[src/rtl/gzip_out_framer.sv]
// gzip_out_framer: packs compressor FIFO words into one AXI-Stream frame per start pulse.
// The newest word is held back until end-of-frame is known so tlast lands on the real last word.
module gzip_out_framer #(
    parameter int COUNT_WIDTH = 24,
    parameter int BUF_DEPTH = 4
) (
    input  logic                   core_clock,
    input  logic                   bus_reset,
    input  logic                   start,
    input  logic                   rev_endianness,
    input  logic                   gzip_done,
    input  logic                   fifo_empty,
    input  logic [31:0]            fifo_data,
    output logic                   fifo_rden,
    output logic [31:0]            m_tdata,
    output logic                   m_tvalid,
    input  logic                   m_tready,
    output logic                   m_tlast,
    output logic                   frame_active,
    output logic                   frame_done,
    output logic [COUNT_WIDTH-1:0] frame_words
);
    localparam int AW = $clog2(BUF_DEPTH);
    localparam logic [1:0] IDLE = 2'd0, RUN = 2'd1, FLUSH = 2'd2, DONE = 2'd3;
    logic [1:0]    state;
    logic [AW:0]   occ;
    logic [AW-1:0] wp, rp;
    logic [31:0]   mem [BUF_DEPTH];
    logic          pend, gzip_done_l, swap_l, open, end_cond, pop;
    always_comb begin
        open = start & (state == IDLE | state == DONE);
        end_cond = (state == RUN) & gzip_done_l & fifo_empty & ~pend;
        // occ+pend counts words already committed to the buffer, so reads never overfill it
        fifo_rden = (state == RUN) & ~fifo_empty & ((occ + (AW+1)'(pend)) < (AW+1)'(BUF_DEPTH));
        m_tvalid = (occ > (AW+1)'(1)) | ((occ == (AW+1)'(1)) & (state == FLUSH));
        m_tlast = m_tvalid & (state == FLUSH) & (occ == (AW+1)'(1));
        m_tdata = mem[rp];
        pop = m_tvalid & m_tready;
        frame_active = (state == RUN) | (state == FLUSH);
        frame_done = state == DONE;
    end
    always_ff @(posedge core_clock) begin
        if (bus_reset) begin
            state <= IDLE;
            occ <= '0;
            wp <= '0;
            rp <= '0;
            pend <= 1'b0;
            gzip_done_l <= 1'b0;
            swap_l <= 1'b0;
            frame_words <= '0;
            for (int i = 0; i < BUF_DEPTH; i++) mem[i] <= '0;
        end else if (open) begin
            state <= RUN;
            occ <= '0;
            wp <= '0;
            rp <= '0;
            pend <= 1'b0;
            gzip_done_l <= 1'b0;
            swap_l <= rev_endianness;
            frame_words <= '0;
        end else begin
            pend <= fifo_rden;
            gzip_done_l <= gzip_done_l | (gzip_done & (state == RUN));
            if (end_cond) state <= FLUSH;
            else if ((state == FLUSH) & ((occ == '0) | (m_tlast & m_tready))) state <= DONE;
            if (pend) begin
                mem[wp] <= swap_l ? {fifo_data[7:0], fifo_data[15:8], fifo_data[23:16], fifo_data[31:24]} : fifo_data;
                wp <= wp + 1'b1;
            end
            if (pop) begin
                rp <= rp + 1'b1;
                if (frame_words != '1) frame_words <= frame_words + 1'b1;
            end
            occ <= occ + (AW+1)'(pend) - (AW+1)'(pop);
        end
    end
endmodule

[config.mk]
export PLATFORM = sky130hd
export DESIGN_NAME = gzip_out_framer
export DESIGN_NICKNAME = d
export VERILOG_FILES = /design/src/rtl/gzip_out_framer.sv
export SDC_FILE = /design/constraint.sdc
export NUM_CORES = 1
export LEC_CHECK = 0
export CAP_MARGIN = 20
export CORE_MARGIN = 2
export CORE_UTILIZATION = 50
export DETAILED_ROUTE_END_ITERATION = 10
export PLACE_DENSITY = 0.82
export SLEW_MARGIN = 30
export SYNTH_ARGS = -nofsm -noshare
export SYNTH_HDL_FRONTEND = slang
export SYNTH_SLANG_ARGS = --single-unit
[constraint.sdc]
create_clock -name core_clock -period 2.7 [get_ports core_clock]
set_input_delay 0.405 -clock core_clock [delete_from_list [all_inputs] [get_ports core_clock]]
set_output_delay 0.405 -clock core_clock [all_outputs]
set_load 0.02 [all_outputs]
== Yosys cells after proc, flatten, opt, wreduce, memory -nomap -nowiden ==
Memories as Yosys holds them, arrays and structs flattened. A register that Yosys moved wholly into a read port is not among the register bits.
Index checks and enable logic that the tools add are counted.
Storage, ports and cells
  bits in registers: 36
  latch bits: 0
  bits in writable memories: 128
  memory bits (read-only): 0
  input bits: 39
  output and inout bits: 61
  memories: 1
Cells by class
  $add $sub $neg: 5
  $mul: 0
  divide/modulo/power cells: 0
  $lt $le $gt $ge: 2
  equality and inequality tests: 5
  shift-type cells: 0
  mux-type cells: 15
  bitwise gates (word level): 20
  reduce and logical (&&, ||, !) cells: 7
Memories
  mem: depth 4, bits a word 32, rd ports 1, clocked after memory_dff 1, wr ports 4, RTL line 28  | logic [31:0] mem [BUF_DEPTH];
Operators by type and width (count)
  $mux W32: 2
  $reduce_or A32 Y1: 1
  $add A24 B1 Y24 const B: 1
  $ne A24 B24 Y1 const B: 1
  $and A1 B1 Y1: 13
  $mux W2: 5
  $mux W1: 8
  $or A1 B1 Y1: 5
  $add A2 B1 Y2 const B: 2
  $eq A2 B2 Y1 const B: 2
  $add A3 B1 Y3: 1
  $eq A3 B1 Y1 const B: 1
  $gt A3 B1 Y1 const B: 1
  $logic_not A3 Y1: 1
  $lt A3 B3 Y1 const B: 1
  $reduce_bool A3 Y1: 1
  $sub A3 B1 Y3: 1
  $eq A2 B1 Y1 const B: 1
  $logic_not A2 Y1: 1
  $not A1 Y1: 2
  $reduce_and A2 Y1: 1
  $reduce_bool A2 Y1: 1
  $reduce_or A2 Y1: 1

== Logic depth before layout (Yosys ltp) ==
  depth after elaboration: 11
  depth in mapped cells: 9
  gate-level depth less buffers: 9

== Least setup slack after synthesis ==
OpenSTA, ideal clock, no wires.
  kind: reg-to-reg
  start: register state[0]
  end: memory mem[0][0] (enable)
  setup time: 394 ps
  arrival: 2511 ps
  slack: -205 ps
  cell stages (with the launch flop): 8
  buffers on the path: 1
  period minus slack after synthesis: 2905 ps
  path through: dfxtp_1 > inv_1 > ha_1 > a21oi_1 > nand2_1 > or3_1 > clkbuf_1 > nand2b_1
RTL lines
  start: declaration: RTL line 25  | logic [1:0] state;
  start signal: assignment: RTL line 44  | state <= IDLE;
  start signal: assignment: RTL line 54  | state <= RUN;
  start signal: assignment: RTL line 65  | if (end_cond) state <= FLUSH;
  end: declaration: RTL line 28

==> qor.yml <==
outcome:
  status: "completed"
placed_design:
  io_buffer_count: 99
  place_congestion: 0.834
  dpl.cell_count: 825
  hpwl_um: 10600
grt:
  antenna_found_initial: 0
  grt_pass1_vias: 5216
  grt_remaining_overflow: 0
  grt_pass1_wl_um: 27000
  grt_max_degree: 33
  track_usage_pct: 22.3
power_and_ir_drop:
  p_int_mw: 4.44
  peakVddDrop_uv: 340
  p_total_mw: 5.67
  seqPwrFrac_pct: 50.2
  power_density_nw_per_um2: 616
  clkPwrFrac_pct: 43.2
  switchingPower_mw: 1.22
  comb_power_share_pct: 6.6
  swShare_pct: 21.6
  p_leak_nw: 3.26
drt:
  via_count: 4976
  via_per_inst: 5.81
  drt_pass1_iterations: 5
  wl_per_cell_um: 19.5
  wirelength_um: 16700
  route.detailed.drc: 0
  ant_nets: 0
  drtIter0Drc: 401
finish:
  layout-drive-gt1-share_pct: 12.2
  final_nets: 707
  n_fill_cell: 1035
  final_core_util_pct: 63.8
  n_antenna_cell: 0
  register_area_um2: 4610
  final_cells: 857
  multi_input_area_um2: 2560
  syn_to_final_growth_pct: 25.4
synth:
  ys_ff_latch: 166
  ys.flop_type: "edfxtp_1"
  avgSynthCellArea_um2: 13.1
  yosysTopAreaCellShare_pct: 52.3
  syn-num-nets: 609
  ys_top_cells_by_area: "edfxtp_1, dfxtp_1, mux4_2"
  synth.cell_area_um2: 7340
  yosysUniqueCellTypes: 41
  synth_edf_count: 128
  yosys_warnings: 0
  yosys.area.top_type: "edfxtp_1"
  synth_top_cells_by_count: "nor2_1, edfxtp_1, dfxtp_1"
  syn_inst: 562
  synthArstFlopShare_pct: 0
  yosysSeqAreaShare_pct: 62.7
  synth.most_common_cell: "nor2_1"
timing:
  max_freq_ghz: 0.390
  max_slew_margin_pct: 60.4
  hold_violations: 0
  fin_crit_ns: 2.56
  setup_tns_ns: 0
  setup_violations: 0
  rsz0062_at_grt: "no"
  worst_slew_pin_slew_ns: 0.593
  whs_ns: 0.477
  slew_violations: 0
  finalCritPeriodShare_pct: 94.9
  finalClockSkew_ns: 0.00716
flow_run:
  cap_viol_max_count: 0
clock_tree:
  clock_latency_ns: 0.42
  cts_setup_buffers: 0
  cts_buffer_depth: 2
  cts_tree: "done"
  cts_buffers: 17
  root_buffer: "clkbuf_16"
  clkTransAtPathRegs_ns: 0.06
  cts.sinks: 166
  h-tree-depth: 4
critical_path:
  worst-path-max-fanout: 12
  r2r-start: "frame_words[4]"
  crit_family: "buffers and inverters"
  critical_path_class: "reg2out"
  cp_num_buf_inv: 2
  cp_slowest_stage_delay_ns: 0.58
  cp.arrival_ns: 2.16
  critPathCaptureType: "primary output"
  start_kind: "register"
  required_ns: 2.30
  crit_chain: "buf_6, mux4_2, clkdlybuf4s50_1"
  crit_slowest_cell: "mux4_2"
floorplanning:
  io-pin-count: 100
  start_util_pct: 50.9
  dieArea_um2: 15700
  core_area_um2: 14400
  placementRows: 44
  dieHeight_um: 125
  fp.dieW_um: 125
hold_path:
  worstHoldStart: "gzip_done_l"
  min_path_type: "reg2reg"
==> placed cells by master (no fill, tap or decap), drive strengths merged, types with 9 or more instances in the layout <==
cell type,instances
nor2,160
edfxtp,128
clkdlybuf4s50,98
dfxtp,38
mux2i,33
mux4,32
xnor2,18
clkbuf,18
nand2,17
buf,15
nand3,13
inv,11
a21oi,9
==> cell type report <==
type | instances | area share, %
sequential | 166 | 50.0
multi-input combinational | 354 | 27.8
timing repair buffer | 114 | 12.8
clock buffer | 18 | 4.66
tap | 184 | 2.50
clock inverter | 14 | 1.88
inverter | 7 | 0.285
==> power groups by stage <==
stage / registers (mW) / clock network [mW] / logic [mW]
after floorplan: 2.89 / 0 / 0.190
after global placement: 2.90 / 0 / 0.366
after detailed placement: 2.90 / 0 / 0.373
after CTS: 2.85 / 2.47 / 0.375
after global routing: 2.85 / 2.58 / 0.397
final: 2.85 / 2.45 / 0.373
==> cell families after synthesis <==
| family | Yosys count | synth area share, % |
|---|---|---|
| buffers and inverters | 42 | 2.45 |
| muxes | 65 | 14.3 |
| AOI/OAI and AO/OA | 28 | 2.50 |
| adders and majority gates | 8 | 1.36 |
| xor gates and xnor gates | 23 | 2.74 |
| DFF | 166 | 62.7 |
| and+or+nand+nor | 230 | 13.9 |
==> what timing repair did <==
item,CTS,global route
hold buffers,0,0
cloned,0,0
pin swaps,0,0
endpoints found under the setup margin,1,1
gates resized for setup,1,1
==> per-stage QoR <==
stage	setup WS [ns]	cell area (um^2)
5_1_grt	0.0680	9210
2_1_floorplan	0.0244	7350
3_5_place_dp	0.427	8600
3_3_place_gp	0.453	8600
4_1_cts	0.0547	9200
6_report	0.139	9210
==> worst register-to-register path: stages (launching register included) <==
cell     delay [ns]
dfxtp_1        0.49
and4_1         0.39
and3_1         0.56
nand3_1        0.24
or4_1          0.43
nand2_1        0.08
==> worst paths after layout <==
kind / endpoint / slack [ns] / cells past startpoint
setup / recovery: m_tdata[0] / 0.14 / 3
hold / removal: gzip_done_l / 0.48 / 2
setup reg to reg: frame_words[18] / 0.47 / 5
hold reg to reg: gzip_done_l / 0.48 / 2
==> routing by layer <==
layer | routed length [um] | share of wire [%] | track usage [%]
met5 | 0 | 0 | 0
met4 | 300 | 1.8 | 8.24
met3 | 1200 | 7.2 | 6.20
met2 | 8610 | 52 | 38.0
met1 | 6600 | 40 | 27.5
==> registers in the layout, summed over array words and instances (netlist names), named ones only <==
name and count:
swap_l 1, occ 3, frame_words 24, state 2, pend 1, wp 2, gzip_done_l 1, mem 128
rp 2
(Power assumes the default switching activity.)
